## src/rtl/prog_mem_loader_if.sv

```systemverilog
// Boot-load bus: sequencer control, UART byte stream and program-memory write port.
// The loader takes the slave view; the sequencer/UART side takes the master view.
interface prog_mem_loader_if #(
    parameter int ADDR_W = 10
);
    logic              write;
    logic [7:0]        rx_data;
    logic              rx_valid;
    logic              rx_ready;
    logic              mem_we;
    logic [ADDR_W-1:0] mem_addr;
    logic [31:0]       mem_wdata;
    logic              write_done;
    logic              load_error;
    logic [ADDR_W:0]   word_count;

    modport slave (
        input  write, rx_data, rx_valid,
        output rx_ready, mem_we, mem_addr, mem_wdata, write_done, load_error, word_count
    );

    modport master (
        output write, rx_data, rx_valid,
        input  rx_ready, mem_we, mem_addr, mem_wdata, write_done, load_error, word_count
    );
endinterface

```

## src/rtl/prog_mem_loader.sv

```systemverilog
// Program-memory loader: parses a little-endian word-count header from the UART
// byte stream, then writes N assembled 32-bit words to consecutive addresses.
module prog_mem_loader #(
    parameter int ADDR_W = 10
) (
    input  logic               clk,
    input  logic               rst,
    prog_mem_loader_if.slave   bus
);
    typedef enum logic [2:0] {IDLE, HDR, DATA, WR, DONE, ERR} state_t;

    // Largest legal word count is the full memory, 2**ADDR_W words.
    localparam logic [32:0] LEN_MAX = 33'd1 << ADDR_W;

    state_t          state_q, state_d;
    logic [1:0]      idx_q, idx_d;
    logic [31:0]     len_q, len_d;
    logic [31:0]     asm_q, asm_d;
    logic [ADDR_W:0] wcnt_q, wcnt_d;

    logic        rx_ready;
    logic        accept;
    logic [31:0] len_full;
    logic [31:0] asm_full;

    // Ready is gated by write so a byte arriving as write falls is never taken.
    assign rx_ready = ((state_q == HDR) || (state_q == DATA)) && bus.write;
    assign accept   = rx_ready && bus.rx_valid;

    always_comb begin
        len_full = len_q;
        len_full[8*idx_q +: 8] = bus.rx_data;
        asm_full = asm_q;
        asm_full[8*idx_q +: 8] = bus.rx_data;
    end

    always_comb begin
        state_d = state_q;
        idx_d   = idx_q;
        len_d   = len_q;
        asm_d   = asm_q;
        wcnt_d  = wcnt_q;
        case (state_q)
            IDLE: begin
                if (bus.write) begin
                    state_d = HDR;
                    idx_d   = 2'd0;
                    wcnt_d  = '0;
                end
            end
            HDR: begin
                if (!bus.write) begin
                    state_d = IDLE;
                    idx_d   = 2'd0;
                end else if (accept) begin
                    len_d = len_full;
                    idx_d = idx_q + 2'd1;
                    if (idx_q == 2'd3) begin
                        if ((len_full == 32'd0) || ({1'b0, len_full} > LEN_MAX))
                            state_d = ERR;
                        else
                            state_d = DATA;
                    end
                end
            end
            DATA: begin
                if (!bus.write) begin
                    state_d = IDLE;
                    idx_d   = 2'd0;
                end else if (accept) begin
                    asm_d = asm_full;
                    idx_d = idx_q + 2'd1;
                    if (idx_q == 2'd3)
                        state_d = WR;
                end
            end
            WR: begin
                // The strobe in this cycle always lands, so the count advances even on abort.
                wcnt_d = wcnt_q + 1'b1;
                if (!bus.write)
                    state_d = IDLE;
                else if (wcnt_d == len_q[ADDR_W:0])
                    state_d = DONE;
                else
                    state_d = DATA;
            end
            DONE: begin
                if (!bus.write)
                    state_d = IDLE;
            end
            ERR: begin
                state_d = ERR;
            end
            default: begin
                state_d = IDLE;
            end
        endcase
    end

    always_ff @(posedge clk or posedge rst) begin
        if (rst) begin
            state_q <= IDLE;
            idx_q   <= 2'd0;
            len_q   <= '0;
            asm_q   <= '0;
            wcnt_q  <= '0;
        end else begin
            state_q <= state_d;
            idx_q   <= idx_d;
            len_q   <= len_d;
            asm_q   <= asm_d;
            wcnt_q  <= wcnt_d;
        end
    end

    // Status and strobes decode straight from the state flop so reset clears them at once.
    assign bus.rx_ready   = rx_ready;
    assign bus.mem_we     = (state_q == WR);
    assign bus.mem_addr   = wcnt_q[ADDR_W-1:0];
    assign bus.mem_wdata  = asm_q;
    assign bus.write_done = (state_q == DONE);
    assign bus.load_error = (state_q == ERR);
    assign bus.word_count = wcnt_q;
endmodule

```

## src/flat_wrapper.sv

```systemverilog
// flat-port wrapper written by rule: the top's interface ports become plain ports
module prog_mem_loader_flat 
#(
    parameter int ADDR_W = 10
)
  (clk, rst, bus_write, bus_rx_data, bus_rx_valid, bus_rx_ready, bus_mem_we, bus_mem_addr, bus_mem_wdata, bus_write_done, bus_load_error, bus_word_count);
  prog_mem_loader_if #(.ADDR_W(ADDR_W)) bus_i ();
  input  logic clk;
  input  logic rst;
  input wire logic [$bits(bus_i.write)-1:0] bus_write;
  input wire logic [$bits(bus_i.rx_data)-1:0] bus_rx_data;
  input wire logic [$bits(bus_i.rx_valid)-1:0] bus_rx_valid;
  output wire logic [$bits(bus_i.rx_ready)-1:0] bus_rx_ready;
  output wire logic [$bits(bus_i.mem_we)-1:0] bus_mem_we;
  output wire logic [$bits(bus_i.mem_addr)-1:0] bus_mem_addr;
  output wire logic [$bits(bus_i.mem_wdata)-1:0] bus_mem_wdata;
  output wire logic [$bits(bus_i.write_done)-1:0] bus_write_done;
  output wire logic [$bits(bus_i.load_error)-1:0] bus_load_error;
  output wire logic [$bits(bus_i.word_count)-1:0] bus_word_count;
  assign bus_i.write = bus_write;
  assign bus_i.rx_data = bus_rx_data;
  assign bus_i.rx_valid = bus_rx_valid;
  assign bus_rx_ready = bus_i.rx_ready;
  assign bus_mem_we = bus_i.mem_we;
  assign bus_mem_addr = bus_i.mem_addr;
  assign bus_mem_wdata = bus_i.mem_wdata;
  assign bus_write_done = bus_i.write_done;
  assign bus_load_error = bus_i.load_error;
  assign bus_word_count = bus_i.word_count;
  prog_mem_loader #(.ADDR_W(ADDR_W)) u_core (.clk(clk), .rst(rst), .bus(bus_i));
endmodule
```

## config.mk

```make
export PLATFORM = sky130hd
export DESIGN_NAME = prog_mem_loader_flat
export DESIGN_NICKNAME = d
export VERILOG_FILES = /design/src/rtl/prog_mem_loader_if.sv /design/src/rtl/prog_mem_loader.sv /design/src/flat_wrapper.sv
export SDC_FILE = /design/constraint.sdc
export NUM_CORES = 1
export LEC_CHECK = 0
export ABC_AREA = 1
export CORE_ASPECT_RATIO = 0.9
export CORE_MARGIN = 1.5
export CORE_UTILIZATION = 40
export DETAILED_ROUTE_END_ITERATION = 16
export PLACE_DENSITY_LB_ADDON = 0.25
export SLEW_MARGIN = 20
export SYNTH_ARGS = -nofsm -noshare
export SYNTH_HDL_FRONTEND = slang
export SYNTH_SLANG_ARGS = --single-unit
export TNS_END_PERCENT = 5
```

## constraint.sdc

```tcl
create_clock -name clk -period 4.82 [get_ports clk]
set_input_delay 0.482 -clock clk [delete_from_list [all_inputs] [get_ports clk]]
set_output_delay 0.482 -clock clk [all_outputs]
set_load 0.01 [all_outputs]
```

==> summary.txt <==
Worst hold path
  – Min-delay worst type: reg2reg
  – Hold Path Depth: 2
  – Hold EP: u_core.len_q[23]$_DFFE_PP0P_
  – Worst Hold Launch: u_core.len_q[23]$_DFFE_PP0P_

Floorplanning
  – Die Y: just over 100 µm
  – Die width: approximately 120 µm
  – DIE AREA: ~12000 µm²
  – Core area: 10900 µm²
  – IO Count: 69
  – Starting density of the core: 41.4%
  – Rows: 36

Power and ir drop
  – Power Dens Cells: 503 nW/µm²
  – Switching part of the total: around 42%
  – Leak: 2.70 nW
  – Clock network power share: between 20 and 25%
  – NetSw: 0.00116 W
  – Sequential power share: between 30% and 40%
  – Peak supply drop: 0.258 mV
  – Gate power share: around 43%
  – Internal: 0.00160 W

Drt
  – Post-Route WL: 11800 µm
  – Final ANT Viol Nets: 0
  – DR WL/cell: 13.8 µm
  – Vias per inst: 5.06
  – Initial drt markers: 328
  – Vias: 4328
  – Drt first pass iters: 5
  – Residual DRC: 0

Job
  – Max-Cap Viols: 0

Timing
  – Final worst path period need: 2.73 ns
  – Final setup violation count: 0
  – Fin Setup TNS: 0 ns
  – Fmax: roughly 370 MHz
  – Max_slew headroom: between 40% and 50%
  – Unrepaired setup endpoints after global routing: false
  – Worst slew pin tran: between 0.8 and 0.9 ns
  – Fin. max-slew vios: 0
  – Final worst-path cycle share: 56.6%
  – Clk_skew: approximately 0.0083 ns
  – Final hold violation count: 0

Synth
  – Seq cells post-synth: 80
  – Seq/Total Area, Yosys: 44.3%
  – Primary FF master, synth: dfrtp_1
  – Post-Synthesis Cells: 649
  – Post-synth top area cell: dfrtp_1
  – Synthesized area: 4520 µm²
  – Count leader, synth: nand2_1
  – Post-synth top area share: roughly 44%
  – List of most frequent post-synthesis cells: nand2_1, dfrtp_1, inv_1
  – Warnings from Yosys: 0
  – Syn Area/Cell: 6.96 µm²
  – Async SR Flop Fraction: 100%
  – Post-synth EDFFs: 0
  – Syn_nets: 668
  – Cell variety after synth: 26
  – Top cells by area, synth: dfrtp_1, nand2_1, nand3_1

Clock network
  – Post-CTS Hold Buffers: 0
  – PostCTS Resize Cnt: 0
  – Worst-skew pair later-pin latency: between 0.3 and 0.4 ns
  – CTS tree: yes
  – Clock root cell: clkbuf_16
  – Longest Clk Path Bufs: 2
  – Reg clk slew, reported paths: approximately 0.06 ns
  – CTS Buf Count: 9
  – Htree depth: 3
  – Setup Buffers After CTS: 0
  – CTS Sinks: 80

Worst setup path
  – Crit Reg-Reg Endpoint: u_core.state_q[0]$_DFFE_PP0P_
  – CP endpoint kind: output pin
  – CP startpoint: bus_write
  – CP Max Fanout: 5
  – Critical path class: in2out
  – Worst Path Arrival: approximately 2.3 ns
  – FF-to-FF Start: u_core.idx_q[0]$_DFFE_PP0P_
  – CP startpoint kind: input port
  – Setup slack, reg-to-reg: 2.18 ns
  – CP Data Required Time: 4.34 ns
  – Cells on worst reg2reg path: 16

Place
  – Post-DP HPWL: 8610 µm
  – I/O Buffers: 68
  – Placed insts: 841
  – RePlAce Congestion: 0.881

Final layout
  – Final nets: 719
  – Layout Cells excl Fill: 855
  – Share of layout cells above drive strength 1: 4.84%
  – Area growth syn-to-layout: 21.6%
  – Ant diodes: 0

GRT
  – Vias in the first global route: 3967
  – Largest net degree at the start of global routing: 58
  – GR Util All Layers: 20.7%
  – Aggregate global routing overflow: 0
  – First-pass GRT wire length: 19500 µm
  – Initial antenna violation count: 0

Outcome
  – Outcome: finished clean
final cells by class:
| cell class | count | area, µm² |
|---|---|---|
| timing repair buffer | 70 | 696 |
| fill | 1066 | 5410 |
| clock inverter | 3 | 20.0 |
| tap | 152 | 190 |
| sequential | 80 | 2000 |
| clock buffer | 11 | 243 |
| multi-input combinational | 482 | 2130 |
| inverter | 57 | 214 |
layout by cell type (no fill, tap or decap), types with 2 or more instances in the layout:
master,instances
nand2_1,268
o22ai_1,5
buf_4,2
o31ai_1,5
nand3_1,51
clkbuf_16,9
clkinvlp_4,2
nor2_2,3
or2_2,13
nor3_1,4
ha_1,7
inv_1,54
a21oi_1,12
clkdlybuf4s50_1,68
nand4_1,3
inv_2,2
nor2_1,53
o21ai_0,51
dfrtp_1,80
logic make-up (layout without fill, tap and decap cells):
logic type	after synthesis	count (layout)	share of synthesized area, %
AO/OA/AOI/OAI	77	77	9.14
buffers and inverters	87	141	8.58
AND/OR/NAND/NOR	396	396	35.6
adder cells (fa/ha/maj)	7	7	1.94
flip-flops	80	80	44.3
XOR/XNOR	2	2	0.388
power by group through the flow:
stage                     sequential, W  clock (W)  combinational [W]
after floorplan                0.000923          0           0.000893
after global placement         0.000940          0            0.00117
after detailed placement       0.000947          0            0.00119
after CTS                      0.000937   0.000638            0.00120
after global routing           0.000959   0.000663            0.00137
final                          0.000940   0.000621            0.00120
per-stage QoR:
step	setup slack, ns	utilization (%)	total power [W]	hold slack [ns]	instance area [µm²]
after global placement	2.13	48.0	0.00211	0.459	5230
after floorplan	2.29	-	0.00182	0.445	4520
after CTS	2.10	50.4	0.00277	0.481	5490
after global routing	1.87	50.4	0.00300	0.507	5490
after detailed placement	2.10	48.0	0.00213	0.465	5230
final	2.09	50.4	0.00276	0.480	5490
layer usage:
metal	up-vias	wire length (µm)	global-route usage [%]
met1	2057	5470	28.6
met4	0	151	6.44
met5	-	0	0
li1	2133	-	-
met2	126	5540	32.5
met3	12	624	4.56
flip-flops by register name, indices dropped and copies added (netlist names):
name and cells:
u_core.bus.mem_wdata 32, u_core.bus.word_count 11, u_core.idx_q 2, u_core.len_q 32
u_core.state_q 3
worst max-delay path by stage:
stage | endpoint | slack, ns | cells after the start
2_1_floorplan | u_core.bus.mem_wdata[0]$_DFFE_PP0P_ | 2.29 | 1
3_3_place_gp | bus_rx_ready | 2.13 | 6
3_5_place_dp | bus_rx_ready | 2.10 | 6
4_1_cts | bus_rx_ready | 2.10 | 6
5_1_grt | u_core.state_q[0]$_DFFE_PP0P_ | 1.87 | 16
6_report | bus_rx_ready | 2.09 | 6
critical path: stages:
cell and delay [ns]:
clkdlybuf4s50_1 0.55, inv_1 0.10, nor3_1 0.36, nor2_1 0.12, inv_1 0.10, clkdlybuf4s50_1 0.53
No activity file was read; power rests on OpenSTA's default activity.
